<file path="config.mk">
export PLATFORM = sky130hd
export DESIGN_NAME = tc_timer
export DESIGN_NICKNAME = d
export VERILOG_FILES = /design/src/rtl/tc_pkg.sv /design/src/rtl/tc_timer.sv
export SDC_FILE = /design/constraint.sdc
export NUM_CORES = 1
export LEC_CHECK = 0
export ABC_CLOCK_PERIOD_IN_PS = 3630
export CORE_MARGIN = 4
export CORE_UTILIZATION = 45
export CTS_BUF_LIST = sky130_fd_sc_hd__clkbuf_4 sky130_fd_sc_hd__clkbuf_8
export CTS_CLUSTER_DIAMETER = 60
export DETAILED_ROUTE_END_ITERATION = 10
export GPL_TIMING_DRIVEN = 1
export PLACE_DENSITY = 0.79
export SLEW_MARGIN = 40
export SYNTH_ARGS = -nofsm -noshare
export SYNTH_HDL_FRONTEND = slang
export SYNTH_SLANG_ARGS = --single-unit
export TNS_END_PERCENT = 5
</file>
<file path="constraint.sdc">
create_clock -name clk -period 3.63 [get_ports clk]
set_input_delay 0.5445 -clock clk [delete_from_list [all_inputs] [get_ports clk]]
set_output_delay 0.5445 -clock clk [all_outputs]
set_load 0.02 [all_outputs]
</file>
<file path="src/rtl/tc_pkg.sv">
// Shared definitions for the tc_timer block: FSM state encoding,
// register word offsets (bus address bits [3:2]) and CTRL bit positions.
package tc_pkg;

  typedef enum logic [1:0] {
    ST_IDLE = 2'd0,
    ST_LOAD = 2'd1,
    ST_CNT  = 2'd2,
    ST_INT  = 2'd3
  } tc_state_e;

  localparam logic [1:0] ADDR_CTRL   = 2'd0;
  localparam logic [1:0] ADDR_PRESET = 2'd1;
  localparam logic [1:0] ADDR_COUNT  = 2'd2;

  localparam int CTRL_EN      = 0;
  localparam int CTRL_MODE_LO = 1;
  localparam int CTRL_MODE_HI = 2;
  localparam int CTRL_IM      = 3;

  localparam logic [1:0] MODE_ONESHOT = 2'd0;
  localparam logic [1:0] MODE_RELOAD  = 2'd1;

endpackage

</file>
<file path="src/rtl/tc_timer.sv">
// Purpose: down-counting timer with CTRL/PRESET/COUNT registers and a maskable irq; auto-reload via TC_AUTORELOAD_EN.
// Latency: EN written at edge E0 with PRESET=N (N>=1, 0 acts as 1) raises irq after edge E0+N+2; rdata is combinational.
// Backpressure: none; every full-word write is accepted on its edge, COUNT/reserved writes are dropped.
module tc_timer
  import tc_pkg::*;
(
  input  logic        clk,
  input  logic        reset,
  input  logic [1:0]  addr,
  input  logic        we,
  input  logic [31:0] wdata,
  output logic [31:0] rdata,
  output logic        irq
);

  tc_state_e   state_q, state_d;
  logic [3:0]  ctrl_q, ctrl_d;
  logic [31:0] preset_q, preset_d;
  logic [31:0] count_q, count_d;
  logic        irq_flag_q, irq_flag_d;

  logic        en;
  logic        mode_reload;
  logic        fsm_set_flag;
  logic [3:0]  ctrl_wr;
  logic        unused_wdata;

  assign en = ctrl_q[CTRL_EN];
  assign unused_wdata = ^wdata[31:4];

`ifdef TC_AUTORELOAD_EN
  assign mode_reload = (ctrl_q[CTRL_MODE_HI:CTRL_MODE_LO] == MODE_RELOAD);
  assign ctrl_wr     = wdata[3:0];
`else
  // Without auto-reload support the MODE field is hardwired to one-shot.
  assign mode_reload = 1'b0;
  assign ctrl_wr     = {wdata[CTRL_IM], MODE_ONESHOT, wdata[CTRL_EN]};
`endif

  // Next-state logic: FSM first, then bus writes so a CTRL write overrides the FSM's EN clear.
  always_comb begin
    state_d      = state_q;
    ctrl_d       = ctrl_q;
    preset_d     = preset_q;
    count_d      = count_q;
    irq_flag_d   = irq_flag_q;
    fsm_set_flag = 1'b0;

    case (state_q)
      ST_IDLE: begin
        if (en) state_d = ST_LOAD;
      end
      ST_LOAD: begin
        count_d = preset_q;
        state_d = ST_CNT;
      end
      ST_CNT: begin
        if (!en) begin
          state_d = ST_IDLE;
        end else if (count_q > 32'd1) begin
          count_d = count_q - 32'd1;
        end else begin
          // PRESET=0 lands here too, so the count never wraps below zero.
          count_d      = 32'd0;
          irq_flag_d   = 1'b1;
          fsm_set_flag = 1'b1;
          state_d      = ST_INT;
        end
      end
      ST_INT: begin
        if (mode_reload) begin
          irq_flag_d = 1'b0;
          state_d    = ST_LOAD;
        end else begin
          ctrl_d[CTRL_EN] = 1'b0;
          state_d         = ST_IDLE;
        end
      end
      default: state_d = ST_IDLE;
    endcase

    if (we && addr == ADDR_CTRL) begin
      ctrl_d = ctrl_wr;
      // A CTRL write acknowledges the interrupt unless a new one fires on this very edge.
      if (!fsm_set_flag) irq_flag_d = 1'b0;
    end
    if (we && addr == ADDR_PRESET) begin
      preset_d = wdata;
    end
  end

  // State registers with synchronous reset; reset beats any write on the same edge.
  always_ff @(posedge clk) begin
    if (reset) begin
      state_q    <= ST_IDLE;
      ctrl_q     <= 4'd0;
      preset_q   <= 32'd0;
      count_q    <= 32'd0;
      irq_flag_q <= 1'b0;
    end else begin
      state_q    <= state_d;
      ctrl_q     <= ctrl_d;
      preset_q   <= preset_d;
      count_q    <= count_d;
      irq_flag_q <= irq_flag_d;
    end
  end

  // Read mux; the reserved word reads as zero.
  always_comb begin
    rdata = 32'd0;
    case (addr)
      ADDR_CTRL:   rdata = {28'd0, ctrl_q};
      ADDR_PRESET: rdata = preset_q;
      ADDR_COUNT:  rdata = count_q;
      default:     rdata = 32'd0;
    endcase
  end

  assign irq = irq_flag_q & ctrl_q[CTRL_IM];

endmodule

</file>
==> results.json, run 1 <==
{
  "status": "finished clean",
  "slowest_stage": "clkdlybuf4s50_1",
  "slowest_delay_ns": 0.61,
  "ys_types": 53,
  "antenna_left": 0,
  "critPathRequiredTime_ns": 3.09,
  "async_flop_share": 0,
  "grt_usage": 0.2309,
  "synthAdderAreaFrac": 0.006225,
  "dieHeight_um": 102.5,
  "drc_errors": 0,
  "clk_latency_ns": 0.35,
  "detailedPlace.worstSlack_ns": 0.5884,
  "finalWeightedCongestion": 0.8781,
  "finalHoldViolCount": 0,
  "synth_top_family_by_area": "compound AO/OA/AOI/OAI gates",
  "finalSetupTns_ns": 0,
  "vias": 4237,
  "synth_edf_count": 0,
  "synth_xor_area_frac": 0.008715,
  "rsz0062_at_grt": "false",
  "path_buf_inv": 3,
  "drv_slew": 0,
  "critPathTopFamily": "buffers and inverters",
  "drive_gt1_frac": 0.08217,
  "min_delay_worst_endpoint": "preset_q[25]",
  "clkTransAtPathRegs_ns": 0.07,
  "power_density_nw_per_um2": 369.0,
  "syn_inst": 526,
  "timing.rr.end": "count_q[6]",
  "start_kind": "input port",
  "synth-compound-area-share": 0.3243,
  "hp-class": "register to register",
  "die-area_um2": 10510,
  "placed_area_um2": 4717,
  "wl_per_cell_um": 17.98,
  "syn_nets": 565,
  "n_antenna_cell": 0,
  "crit_type": "input port to output pin",
  "row_count": 34,
  "area_delta_synth_final_pct": 22.66,
  "start_util": 0.4610,
  "ir_drop_mv": 0.1826,
  "syn_area_um2": 4020,
  "reg2reg_from": "count_q[4]",
  "final_common_cell": "nand2_1",
  "leakage_nw": 1.715,
  "hold-path-cell-count": 2,
  "fin_nets": 606,
  "grt.overflow.total": 0,
  "cp_cell_sequence": "clkdlybuf4s50_1 -> nor2b_2 -> buf_4 -> a22o_1 -> clkdlybuf4s50_1",
  "fp.dieW_um": 102.5,
  "layout_setup_ws_ns": 0.5879,
  "synth_flop_cell": "dfxtp_1",
  "power_mw": 1.819,
  "drtIter0Drc": 384,
  "synth_area_per_cell_um2": 7.643,
  "cpMostUsedCell": "clkdlybuf4s50_1",
  "ios": 70,
  "wirelength_um": 12230,
  "antenna_found_initial": 0,
  "period_share": 0.8380,
  "crit_path_end_kind": "output pin",
  "root_buffer": "clkbuf_8",
  "grt_first_pass_wirelength_um": 19510,
  "h-tree-depth": 3,
  "cts_made_buffers": 9,
  "cts_tree": "done",
  "synth-simple-area-share": 0.2465,
  "worstHoldStart": "preset_q[25]",
  "mostFrequentLayoutCells": "nand2_1 (86), dfxtp_1 (68), clkdlybuf4s50_1 (68), a21oi_1 (62), o21ai_0 (40)",
  "ys_ff_latch": 69,
  "critPathMaxFanout": 32,
  "core_um2": 8721,
  "clk_path_buf_depth": 2,
  "drt_pre_antenna_iters": 5,
  "nFillCells": 783,
  "slew_headroom": 0.4661,
  "ys_seq_area_frac": 0.3436,
  "tightest_slew_ns": 0.7936,
  "maxCapViolCount": 0,
  "cts.sink_count": 69,
  "cts-hold-fix-buffers": 0,
  "arrival_ns": 2.50,
  "reg2reg_depth": 6,
  "fin_skew_ns": 0.01358,
  "portBuffers": 69,
  "cts_setup_buffers": 0,
  "rrSetupSlack_ns": 0.77,
  "synthMuxAreaShare": 0.007781,
  "via_per_inst": 6.231,
  "setup-violations-final": 0,
  "grt_max_degree": 51,
  "finalCriticalPeriod_ns": 3.042,
  "fmax_mhz": 328.7,
  "yosys_warnings": 0,
  "grt_pass1_vias": 3960,
  "fin_area_um2": 4931,
  "dp_hpwl_um": 8045,
  "cts_resized": 0
}
power breakdown:
part | total (mW) | internal (mW) | switching (mW)
clock network | 0.693 | 0.383 | 0.310
registers | 0.804 | 0.777 | 0.0272
logic | 0.322 | 0.132 | 0.190
total | 1.82 | 1.29 | 0.527
metal layers:
metal / part of all wire / up-vias / global-route usage
li1: - / 2026 / -
met1: 0.42 / 1998 / 0.3089
met2: 0.49 / 199 / 0.3888
met3: 0.078 / 14 / 0.02774
met4: 0.012 / 0 / 0.07366
met5: 0 / - / 0
metrics by stage:
stage                     utilization  hold slack (ns)  instances
after floorplan                     -           0.4441        526
after global placement         0.5402           0.4570        664
after detailed placement       0.5409           0.4638        664
after CTS                      0.5654           0.4741        680
after global routing           0.5654           0.4927        680
final                          0.5654           0.4745        680
worst max path at each step:
stage | from | end | slack, ns | cells past startpoint
detailed placement | addr[1] | rdata[0] | 0.59 | 6
CTS | addr[1] | rdata[0] | 0.58 | 6
global route | addr[1] | rdata[16] | 0.52 | 5
floorplan | count_q[15] | count_q[31] | 1.14 | 8
finish | addr[1] | rdata[22] | 0.59 | 5
global placement | addr[1] | rdata[22] | 0.65 | 5
tightest hold or removal path: stages, from the launching register on:
cell     delay, ns
dfxtp_1       0.33
nand2_1       0.05
a21oi_1       0.05
cells by family (layout without fill, tap and decap cells):
| logic type | Yosys count | in the layout |
|---|---|---|
| AOI/OAI and AO/OA | 192 | 192 |
| xor gates and xnor gates | 4 | 4 |
| adders and majority gates | 2 | 2 |
| buffers and inverters | 56 | 102 |
| DFF | 69 | 69 |
| muxes | 3 | 3 |
| and+or+nand+nor | 200 | 200 |
area by class of cell:
class	instances	area [um2]	area share
Tap cell	108	135.1	0.02740
Timing Repair Buffer	80	783.3	0.1588
Sequential cell	69	1383	0.2804
Clock buffer	9	123.9	0.02512
Clock inverter	7	90.09	0.01827
Multi-Input combinational cell	401	2394	0.4854
Inverter	6	22.52	0.004567
cells in the mapped netlist, drive strengths merged (3+ instances only):
cell	n	area [um2]
o31ai	7	52.55
a21oi	62	310.3
dfxtp	69	1381
and2	3	18.77
nor4	13	96.34
o31a	4	35.03
nand2	87	326.6
nor3	17	85.08
or3	3	18.77
a211oi	19	142.6
a221oi	6	52.55
or4	6	48.80
nor4b	4	65.07
nor2	28	107.6
o21ai	40	200.2
buf	11	83.83
nand3	21	105.1
inv	6	22.52
a211o	11	98.85
nand2b	3	18.77
a22o	31	271.5
nand4	7	43.79
clkbuf	39	146.4
state kept, by name (all words and copies together), names as in the netlist:
signal,cells
count_q,32
ctrl_q,2
irq_flag_q,1
preset_q,32
state_q,2
No activity file was read; power rests on OpenSTA's default activity.
==> inputs of run 2 (changes only) <==
--- a/config.mk
+++ b/config.mk
@@ -5,7 +5,7 @@
 export SDC_FILE = /design/constraint.sdc
 export NUM_CORES = 1
 export LEC_CHECK = 0
-export ABC_CLOCK_PERIOD_IN_PS = 3630
+export ABC_CLOCK_PERIOD_IN_PS = 3100
 export CORE_MARGIN = 4
 export CORE_UTILIZATION = 45
 export CTS_BUF_LIST = sky130_fd_sc_hd__clkbuf_4 sky130_fd_sc_hd__clkbuf_8
==> constraint.sdc (replaced) <==
create_clock -name clk -period 3.1 [get_ports clk]
set_input_delay 0.465 -clock clk [delete_from_list [all_inputs] [get_ports clk]]
set_output_delay 0.465 -clock clk [all_outputs]
set_load 0.02 [all_outputs]
==> run 2 against run 1 <==
First-iteration DRC count fell by 12%. Worst hold slack barely moved. Highest routed layer unchanged. Clock skew fell by 0.0020 ns. Critical endpoint is now rdata[20].
==> results.json, run 2 (same netlist as run 1, synthesis figures left out) <==
{
  "status": "finished clean",
  "reg_top3": "count_q x32, preset_q x32",
  "cts_made_buffers": 9,
  "cts_resized": 0,
  "die-area_um2": 10510,
  "layout_setup_ws_ns": 0.2764,
  "final_core_util": 0.5707,
  "fin_area_um2": 4977,
  "antenna_found_initial": 0,
  "finalCriticalPeriod_ns": 2.824,
  "rrSetupSlack_ns": 0.33,
  "n_antenna_cell": 0,
  "start_kind": "input port",
  "clk_latency_ns": 0.35,
  "finalSetupTns_ns": 0,
  "reg2reg_from": "count_q[4]",
  "cts-hold-fix-buffers": 0,
  "grt_usage": 0.2309,
  "rsz0062_at_grt": "false",
  "maxCapViolCount": 0,
  "fp.dieW_um": 102.5,
  "drt_pre_antenna_iters": 5,
  "layoutNonFillerInstCount": 695,
  "antenna_left": 0,
  "multi_input_area_um2": 2391,
  "endpoint": "rdata[20]",
  "cts_tree": "done",
  "grt_pass1_vias": 3918,
  "leakage_nw": 1.769,
  "drtIter0Drc": 339,
  "arrival_ns": 2.36,
  "detailedPlace.worstSlack_ns": 0.3135,
  "drc_errors": 0,
  "core_um2": 8721,
  "clkTransAtPathRegs_ns": 0.07,
  "grt.overflow.total": 0,
  "drv_slew": 0,
  "portBuffers": 69,
  "reg2reg_depth": 6,
  "fmax_mhz": 354.2,
  "mostFrequentLayoutCells": "nand2_1 (87), dfxtp_1 (69), clkdlybuf4s50_1 (68), a21oi_1 (62), o21ai_0 (40)",
  "vias": 4339,
  "crit_start": "addr[0]",
  "critPathRequiredTime_ns": 2.63,
  "via_per_inst": 6.243,
  "slew_headroom": 0.5673,
  "wl_per_cell_um": 17.43,
  "cts.sink_count": 69,
  "clk_path_buf_depth": 2,
  "root_buffer": "clkbuf_8",
  "crit_path_end_kind": "output pin",
  "crit_type": "input port to output pin",
  "finalWeightedCongestion": 0.9307,
  "fin_skew_ns": 0.01156,
  "grt_first_pass_wirelength_um": 19400,
  "cts_setup_buffers": 0,
  "area_delta_synth_final_pct": 23.81,
  "setup-violations-final": 0,
  "drive_gt1_frac": 0.1022,
  "tightest_slew_ns": 0.6431,
  "power_density_nw_per_um2": 396.2,
  "placed_area_um2": 4811,
  "grt_max_degree": 33,
  "finalHoldViolCount": 0,
  "timing.rr.end": "count_q[19]",
  "critPathMaxFanout": 19,
  "ir_drop_mv": 0.2441,
  "start_util": 0.4610,
  "nFillCells": 783,
  "fin_nets": 621,
  "period_share": 0.9108,
  "h-tree-depth": 3,
  "wirelength_um": 12110,
  "ios": 70,
  "power_mw": 1.972,
  "regArea_um2": 1381,
  "row_count": 34,
  "whs_ns": 0.4748,
  "dp_cells": 679,
  "hp-class": "register to register",
  "final_common_cell": "nand2_1",
  "dieHeight_um": 102.5,
  "dp_hpwl_um": 8548
}
## run 2: worst max-delay path: stages
cell and delay [ns]:
clkdlybuf4s50_1 0.59, nor2b_2 0.23, buf_4 0.27, a22o_1 0.19, clkdlybuf4s50_1 0.62
## run 2: cell type report
class / instances / area share
clock buffer: 11 / 0.02790
clock inverter: 5 / 0.005530
inverter: 6 / 0.004525
multi-input combinational: 401 / 0.4804
sequential: 69 / 0.2775
tap: 108 / 0.02715
timing repair buffer: 95 / 0.1770
## run 2: per-layer routing
layer,vias to the layer above,track usage,wire [um]
met3,28,0.04871,858
met1,2054,0.2995,5144
met4,0,0.07467,268
li1,2069,-,-
met2,188,0.3838,5840
met5,-,0,0
## run 2: report_power, final
part	total (mW)	internal (mW)	switching, mW
sequential	0.941	0.910	0.0307
combinational	0.390	0.164	0.226
clock	0.641	0.303	0.338
total	1.97	1.38	0.596
## run 2: how the worst min path moves through the flow
| stage | startpoint | end | slack, ns | cells past startpoint |
|---|---|---|---|---|
| floorplan | ctrl_q[3] | ctrl_q[3] | 0.44 | 2 |
| global placement | preset_q[12] | preset_q[12] | 0.46 | 2 |
| detailed placement | preset_q[19] | preset_q[19] | 0.46 | 2 |
| CTS | preset_q[19] | preset_q[19] | 0.47 | 2 |
| global route | preset_q[23] | preset_q[23] | 0.49 | 2 |
| finish | preset_q[8] | preset_q[8] | 0.47 | 2 |
==> inputs of run 3 (changes only) <==
--- a/config.mk
+++ b/config.mk
@@ -6,6 +6,7 @@
 export NUM_CORES = 1
 export LEC_CHECK = 0
 export ABC_CLOCK_PERIOD_IN_PS = 3100
+export CORE_ASPECT_RATIO = 0.8
 export CORE_MARGIN = 4
 export CORE_UTILIZATION = 45
 export CTS_BUF_LIST = sky130_fd_sc_hd__clkbuf_4 sky130_fd_sc_hd__clkbuf_8
==> run 3 against run 2 <==
Sequential cell count unchanged. Largest cell class unchanged. Die area is essentially flat. Total power grew 4.9%. Critical path depth increased by 1. Via count is 0.12% lower. Maximum frequency is 0.80% higher. Register-to-register slack got worse by 0.03 ns. Count of clock-buffer cells in the layout fell by 2. Largest power group unchanged. Routed wire length grew 2.2%. Sequential share of layout area grew 0.063 points.
==> results.json, run 3 (same netlist as run 1, synthesis figures left out) <==
{
  "cts-hold-fix-buffers": 0,
  "critPathRequiredTime_ns": 3.36,
  "finalSetupTns_ns": 0,
  "clkTransAtPathRegs_ns": 0.08,
  "area_delta_synth_final_pct": 23.53,
  "dp_hpwl_um": 8409,
  "whs_ns": 0.4700,
  "cpMostUsedCell": "or4_1",
  "cts.sink_count": 69,
  "start_kind": "register",
  "finalWeightedCongestion": 0.9268,
  "wl_per_cell_um": 17.92,
  "ios": 70,
  "drtIter0Drc": 382,
  "arrival_ns": 3.06,
  "setup-violations-final": 0,
  "cts_made_buffers": 9,
  "dp_cells": 676,
  "crit_type": "register to register",
  "ir_drop_mv": 0.2338,
  "antenna_found_initial": 0,
  "crit_path_end_kind": "register",
  "clk_path_buf_depth": 2,
  "mostFrequentLayoutCells": "nand2_1 (87), dfxtp_1 (69), clkdlybuf4s50_1 (68), a21oi_1 (62), o21ai_0 (40)",
  "min_delay_worst_endpoint": "preset_q[15]",
  "reg2reg_from": "count_q[4]",
  "power_mw": 2.069,
  "worstHoldStart": "preset_q[15]",
  "fmax_mhz": 357.0,
  "slew_headroom": 0.5357,
  "timing.rr.end": "count_q[30]",
  "dieHeight_um": 92.54,
  "h-tree-depth": 3,
  "grt_first_pass_wirelength_um": 20620,
  "slowest_delay_ns": 0.62,
  "placed_area_um2": 4776,
  "hp-class": "register to register",
  "layoutNonFillerInstCount": 691,
  "fin_nets": 614,
  "drt_pre_antenna_iters": 5,
  "grt.overflow.total": 0,
  "final_common_cell": "nand2_1",
  "period_share": 0.9036,
  "reg_top3": "count_q x32, preset_q x32",
  "antenna_left": 0,
  "hold-path-cell-count": 2,
  "root_buffer": "clkbuf_8",
  "grt_usage": 0.2364,
  "grt_pass1_vias": 4142,
  "start_util": 0.4677,
  "slowest_stage": "or4_1",
  "cts_resized": 0,
  "maxCapViolCount": 0,
  "critPathMaxFanout": 9,
  "drv_slew": 0,
  "status": "finished clean",
  "vias": 4334,
  "drive_gt1_frac": 0.08981,
  "tightest_slew_ns": 0.6955,
  "cts_tree": "done",
  "wirelength_um": 12380,
  "die-area_um2": 10520,
  "finalCriticalPeriod_ns": 2.801,
  "fp.dieW_um": 113.7,
  "core_um2": 8596,
  "drc_errors": 0,
  "rrSetupSlack_ns": 0.30,
  "fin_area_um2": 4966,
  "portBuffers": 69,
  "n_antenna_cell": 0,
  "finalHoldViolCount": 0,
  "cp_cell_sequence": "or4_1 -> buf_4 -> nor4_1 -> nand2_1 -> or4_1 -> a311oi_1",
  "power_density_nw_per_um2": 416.7,
  "clk_latency_ns": 0.35,
  "cts_setup_buffers": 0,
  "reg2reg_depth": 6,
  "rsz0062_at_grt": "false",
  "via_per_inst": 6.272,
  "fin_skew_ns": 0.01059,
  "leakage_nw": 1.741,
  "grt_max_degree": 46,
  "row_count": 30
}
## run 3: metal layers
layer  routed length [um]  GRT usage  part of all wire  up-vias
met2                 5523     0.3750              0.45      224
li1                     -          -                 -     2049
met3                 1184    0.06074             0.096       32
met4                  237    0.07107             0.019        0
met5                    0          0                 0        -
met1                 5435     0.3151              0.44     2029
## run 3: cell type report
class,instances,area [um2]
Multi-Input combinational cell,401,2391
Clock buffer,9,123.9
Fill cell,786,3630
Timing Repair Buffer,88,843.3
Clock inverter,6,63.81
Inverter,6,22.52
Sequential cell,69,1381
Tap cell,112,140.1
## run 3: worst max path at each step
stage | from | to | cells after the start
global placement | addr[1] | rdata[26] | 5
CTS | addr[0] | rdata[5] | 5
floorplan | count_q[15] | count_q[31] | 8
detailed placement | addr[0] | rdata[5] | 5
global route | addr[0] | rdata[5] | 5
finish | count_q[4] | count_q[30] | 6
## run 3: where the power goes
part	leakage (nW)	switching (mW)	internal, mW	total [mW]
Sequential	0.559	0.0312	0.910	0.941
Clock	0.0915	0.372	0.367	0.739
Combinational	1.09	0.227	0.162	0.389
## run 3: worst max-delay path, delay by kind of cell (launching register included)
family / cells / cell delay, ns
flops: 1 / 0.40
simple gates: 4 / 1.84
compound gates: 1 / 0.27
buf+inv: 1 / 0.20
## run 3: through the flow
step / utilization / setup slack [ns]
after floorplan: - / 0.6137
after global placement: 0.5556 / 0.3700
after detailed placement: 0.5556 / 0.3217
after CTS: 0.5774 / 0.3097
after global routing: 0.5777 / 0.1890
final: 0.5777 / 0.2989
